**config.mk**
```make
export PLATFORM = sky130hd
export DESIGN_NAME = uart_rx
export DESIGN_NICKNAME = d
export VERILOG_FILES = /design/src/rtl/uart_rx.sv
export SDC_FILE = /design/constraint.sdc
export NUM_CORES = 1
export LEC_CHECK = 0
export BUFFER_PORTS_ARGS = -buffer_cell sky130_fd_sc_hd__buf_2
export CAP_MARGIN = 30
export CORE_MARGIN = 4
export CORE_UTILIZATION = 54
export DETAILED_ROUTE_END_ITERATION = 6
export MAX_ROUTING_LAYER = met4
export PLACE_DENSITY = 0.75
export RECOVER_POWER = 50
export SLEW_MARGIN = 20
export SYNTH_ARGS = -nofsm -noshare
export SYNTH_HDL_FRONTEND = slang
export SYNTH_SLANG_ARGS = --single-unit
```
**constraint.sdc**
```tcl
create_clock -name clk_50MHz -period 2.1 [get_ports clk_50MHz]
set_input_delay 0.315 -clock clk_50MHz [delete_from_list [all_inputs] [get_ports clk_50MHz]]
set_output_delay 0.315 -clock clk_50MHz [all_outputs]
set_load 0.01 [all_outputs]
```
**src/rtl/uart_rx.sv**
```systemverilog
// ---------------------------------------------------------------------------
// uart_rx : 8N1 (by default) UART receiver driven by a 16x oversampling tick.
//
// Ports
//   clk_50MHz  in   system clock
//   reset      in   synchronous, active-high reset
//   rx         in   asynchronous serial line, idles high
//   s_tick     in   one-cycle oversampling enable, 16 per bit period
//   rd         in   one-cycle read strobe, acknowledges the held byte
//   dout       out  received byte (held until the next frame completes)
//   rx_valid   out  dout holds an unread byte
//   frame_err  out  last completed frame saw rx=0 at the stop-bit sample
//   overrun    out  a byte completed while the previous one was unread
//   busy       out  receiver is inside a frame (not IDLE)
// ---------------------------------------------------------------------------
module uart_rx #(
    parameter int DBIT    = 8,
    parameter int SB_TICK = 16
) (
    input  logic            clk_50MHz,
    input  logic            reset,
    input  logic            rx,
    input  logic            s_tick,
    input  logic            rd,
    output logic [DBIT-1:0] dout,
    output logic            rx_valid,
    output logic            frame_err,
    output logic            overrun,
    output logic            busy
);

    // The tick counter is shared by all states, so it must be wide enough
    // for the longer of a 16-tick bit and the stop period.
    localparam int SW = ($clog2(SB_TICK) > 4) ? $clog2(SB_TICK) : 4;
    localparam int NW = ($clog2(DBIT) > 0) ? $clog2(DBIT) : 1;

    localparam logic [SW-1:0] S_MID  = SW'(7);
    localparam logic [SW-1:0] S_LAST = SW'(15);
    localparam logic [SW-1:0] S_STOP = SW'(SB_TICK - 1);
    localparam logic [NW-1:0] N_LAST = NW'(DBIT - 1);

    typedef enum logic [1:0] {
        IDLE,
        START,
        DATA,
        STOP
    } state_t;

    state_t          state, state_next;
    logic [SW-1:0]   s, s_next;
    logic [NW-1:0]   n, n_next;
    logic [DBIT-1:0] b, b_next;
    logic            rx_meta, rx_s;
    logic            complete;
    logic [DBIT-1:0] dout_next;
    logic            rx_valid_next, frame_err_next, overrun_next;

    // Two-flop synchronizer; resets to the idle (high) line level so that
    // reset itself never looks like a start bit.
    always_ff @(posedge clk_50MHz) begin
        if (reset) begin
            rx_meta <= 1'b1;
            rx_s    <= 1'b1;
        end else begin
            rx_meta <= rx;
            rx_s    <= rx_meta;
        end
    end

    // State and holding-register flops. busy is registered from the next
    // state so it tracks the state register exactly.
    always_ff @(posedge clk_50MHz) begin
        if (reset) begin
            state     <= IDLE;
            s         <= '0;
            n         <= '0;
            b         <= '0;
            busy      <= 1'b0;
            dout      <= '0;
            rx_valid  <= 1'b0;
            frame_err <= 1'b0;
            overrun   <= 1'b0;
        end else begin
            state     <= state_next;
            s         <= s_next;
            n         <= n_next;
            b         <= b_next;
            busy      <= (state_next != IDLE);
            dout      <= dout_next;
            rx_valid  <= rx_valid_next;
            frame_err <= frame_err_next;
            overrun   <= overrun_next;
        end
    end

    // Next-state logic. Start detection in IDLE needs no tick; everything
    // else only moves on s_tick. The start bit is re-checked at its middle
    // (s==7) and each data bit is sampled 16 ticks later, i.e. mid-bit.
    always_comb begin
        state_next = state;
        s_next     = s;
        n_next     = n;
        b_next     = b;
        case (state)
            IDLE: begin
                if (!rx_s) begin
                    state_next = START;
                    s_next     = '0;
                end
            end
            START: begin
                if (s_tick) begin
                    if (s == S_MID) begin
                        if (!rx_s) begin
                            state_next = DATA;
                            s_next     = '0;
                            n_next     = '0;
                        end else begin
                            state_next = IDLE;
                        end
                    end else begin
                        s_next = s + SW'(1);
                    end
                end
            end
            DATA: begin
                if (s_tick) begin
                    if (s == S_LAST) begin
                        b_next = {rx_s, b[DBIT-1:1]};
                        s_next = '0;
                        if (n == N_LAST) begin
                            state_next = STOP;
                        end else begin
                            n_next = n + NW'(1);
                        end
                    end else begin
                        s_next = s + SW'(1);
                    end
                end
            end
            STOP: begin
                if (s_tick) begin
                    if (s == S_STOP) begin
                        state_next = IDLE;
                    end else begin
                        s_next = s + SW'(1);
                    end
                end
            end
            default: state_next = IDLE;
        endcase
    end

    // Holding register and flags. A read on the completion cycle consumes
    // the old byte, so the new byte replaces it without flagging overrun.
    always_comb begin
        complete       = (state == STOP) && s_tick && (s == S_STOP);
        dout_next      = dout;
        rx_valid_next  = rx_valid;
        frame_err_next = frame_err;
        overrun_next   = overrun;
        if (complete) begin
            dout_next      = b;
            frame_err_next = ~rx_s;
            rx_valid_next  = 1'b1;
            if (rx_valid && !rd) begin
                overrun_next = 1'b1;
            end
        end else if (rd && rx_valid) begin
            rx_valid_next = 1'b0;
            overrun_next  = 1'b0;
        end
    end

endmodule

```
==> results.json <==
{
  "powerDensity_nw_per_um2": 669,
  "n_antenna_cell": 0,
  "synthArstFlopShare": 0,
  "cts_resized": 0,
  "ys_warn_count": 0,
  "insertion_delay_ns": 0.33,
  "dp_slack_ns": 0.444,
  "cpPeakStageDelay_ns": 0.35,
  "worst-slew-pin-transition_ns": 1.18,
  "ys_ff_latch": 31,
  "gp_congestion": 0.903,
  "slowest_stage": "dfxtp_1",
  "crit_path_end_kind": "flip-flop",
  "synth.top_cell.area_share": 0.455,
  "setup_slack_ns": 0.320,
  "netlist_area_um2": 1360,
  "grt_overflow_total": 0,
  "postCtsSetupRepairBufs": 0,
  "reg2regPathDepth": 5,
  "port_buffers": 16,
  "ys_seq_area_frac": 0.455,
  "status": "complete, no violations",
  "clk_pin_slew_ns": 0.10,
  "synth_area_leader_cell": "dfxtp_1",
  "synthesis.nets": 148,
  "hold_class": "input port to flip-flop",
  "cts-buffers-inserted": 5,
  "drt-initial-drc-count": 45,
  "synthTopCellsByArea": "dfxtp_1, mux2i_1, nor2_1",
  "critical_path_arrival_ns": 2.02,
  "clock_path_buffers": 2,
  "fp.dieArea_um2": 3390,
  "crit_required_ns": 2.34,
  "hp-start": "rx",
  "wl_um": 2490,
  "hold_path_depth": 2,
  "initial_core_util": 0.594,
  "slew_violations": 0,
  "cp_cell_sequence": "ha_1 -> and2_0 -> a21o_1 -> or3b_1 -> a311oi_1",
  "slew-limit-headroom": 0.216,
  "hold_path_end": "rx_meta$_SDFF_PP1_",
  "yosys_most_used_dff": "dfxtp_1",
  "timing.rr.start": "s[0]$_SDFFE_PP0P_",
  "grt_pass1_vias": 1006,
  "grt_use_total": 0.186,
  "via_per_inst": 5.58,
  "die_h_um": 58.3,
  "ios": 17,
  "rsz0062_at_grt": "no",
  "row_count": 17,
  "antenna_found_initial": 0,
  "htreeDepth": 2,
  "cts_tree": "built",
  "first_pass_iters": 4,
  "vias": 1026,
  "netlist_instances": 140,
  "max_freq_ghz": 0.562,
  "fp.dieW_um": 58.3,
  "postSynthAreaPerCell_um2": 9.74,
  "fin_nets": 163,
  "clock-sinks": 31,
  "hpwl_um": 1680,
  "startpoint_type": "flip-flop",
  "drc": 0,
  "synth_edf_count": 0,
  "layout-drive-gt1-share": 0.115,
  "antenna_left": 0,
  "post-route-period-util": 0.848,
  "synthToLayoutAreaGrowth_pct": 7.43,
  "avgRoutedWirePerCell_um": 13.5,
  "yosysUniqueCellTypes": 40,
  "setup_viol": 0,
  "core_um2": 2300,
  "worstSetupPathType": "flip-flop to flip-flop",
  "drv_cap": 0,
  "setup-tns-final_ns": 0,
  "hold_viol": 0,
  "grt_pass1_wl_um": 4550,
  "cts_hold_buf": 0,
  "grt_max_degree": 31,
  "p_leak_nw": 0.509,
  "crit_fanout": 7,
  "root_buffer": "clkbuf_4",
  "ir_drop_mv": 0.580,
  "r2r_slack_ns": 0.32,
  "skew_ns": 0.00737,
  "timing.rr.end": "s[3]$_SDFFE_PP0P_",
  "min_period_ns": 1.78
}
## metal layers
layer / vias up / share of wire / wire length (um) / global-route usage
met5: - / 0 / 0 / -
li1: 526 / - / - / -
met1: 471 / 0.46 / 1150 / 0.219
met4: 0 / 0.020 / 49 / 0.0861
met2: 25 / 0.46 / 1140 / 0.273
met3: 4 / 0.061 / 152 / 0.0780
## flip-flops by register name (all words and copies together) (netlist names)
signal / flops
b: 8
busy: 1
dout: 8
frame_err: 1
n: 3
overrun: 1
rx_meta: 1
rx_s: 1
rx_valid: 1
s: 4
state: 2
## cell type report
type | instances | area, um^2
flip-flops and latches | 31 | 621
repair buffers | 17 | 68.8
multi-input cells | 96 | 668
clock inverters | 3 | 20.0
clock buffers | 5 | 37.5
fillers | 207 | 832
well taps | 28 | 35.0
inverters | 4 | 15.0
## how the worst max path moves through the flow
stage / startpoint / end / cells past startpoint
global route: s[0]$_SDFFE_PP0P_ / dout[6]$_SDFFE_PP0P_ / 6
CTS: s[0]$_SDFFE_PP0P_ / s[3]$_SDFFE_PP0P_ / 5
finish: s[0]$_SDFFE_PP0P_ / s[3]$_SDFFE_PP0P_ / 5
global placement: s[0]$_SDFFE_PP0P_ / s[3]$_SDFFE_PP0P_ / 5
detailed placement: s[0]$_SDFFE_PP0P_ / s[3]$_SDFFE_PP0P_ / 5
floorplan: s[0]$_SDFFE_PP0P_ / s[3]$_SDFFE_PP0P_ / 5
## synthesized netlist by cell type, types with 2 or more instances
cell,count
a211oi_1,2
a21oi_1,3
a22o_1,4
and3_1,2
buf_4,2
buf_6,2
clkbuf_1,4
dfxtp_1,31
ha_1,3
inv_1,4
mux2i_1,18
nand2_1,4
nand3b_1,2
nand4_1,3
nor2_1,23
nor2b_1,3
nor3_1,3
o21ai_0,3
or2_2,3
## worst max-delay path: cells and delay by family, from the launching register on
kind            cells  cell delay, ns
simple gates        2            0.58
fa+ha+maj           1            0.28
compound gates      2            0.48
flops               1            0.35
## where the power goes
part           total [mW]  internal, mW  switching, mW
registers           0.599         0.593        0.00673
clock network       0.342         0.128          0.215
logic              0.0380        0.0145         0.0234
total               0.980         0.735          0.245
## cell usage in the layout, fill, tap and decap left out, types with 4 or more instances in the layout
cell type,instances
a22o_1,4
clkbuf_1,13
clkbuf_4,5
dfxtp_1,31
inv_1,4
mux2i_1,18
nand2_1,4
nor2_1,23
## cell families after synthesis
group | synth area share
AO/OA/AOI/OAI | 0.119
XOR/XNOR | 0.00642
adder cells (fa/ha/maj) | 0.0275
buffers and inverters | 0.0532
flip-flops | 0.455
multiplexers | 0.150
AND/OR/NAND/NOR | 0.188
## through the flow
stage	power [mW]	utilization	std cells	hold slack [ns]	area, um^2
after floorplan	0.643	-	140	0.389	1360
after global placement	0.650	0.622	176	0.396	1430
after detailed placement	0.652	0.622	176	0.412	1430
after CTS	0.991	0.647	184	0.157	1490
after global routing	1.03	0.638	184	0.160	1470
final	0.980	0.638	184	0.169	1470
Power figures use the tool's default switching activity.
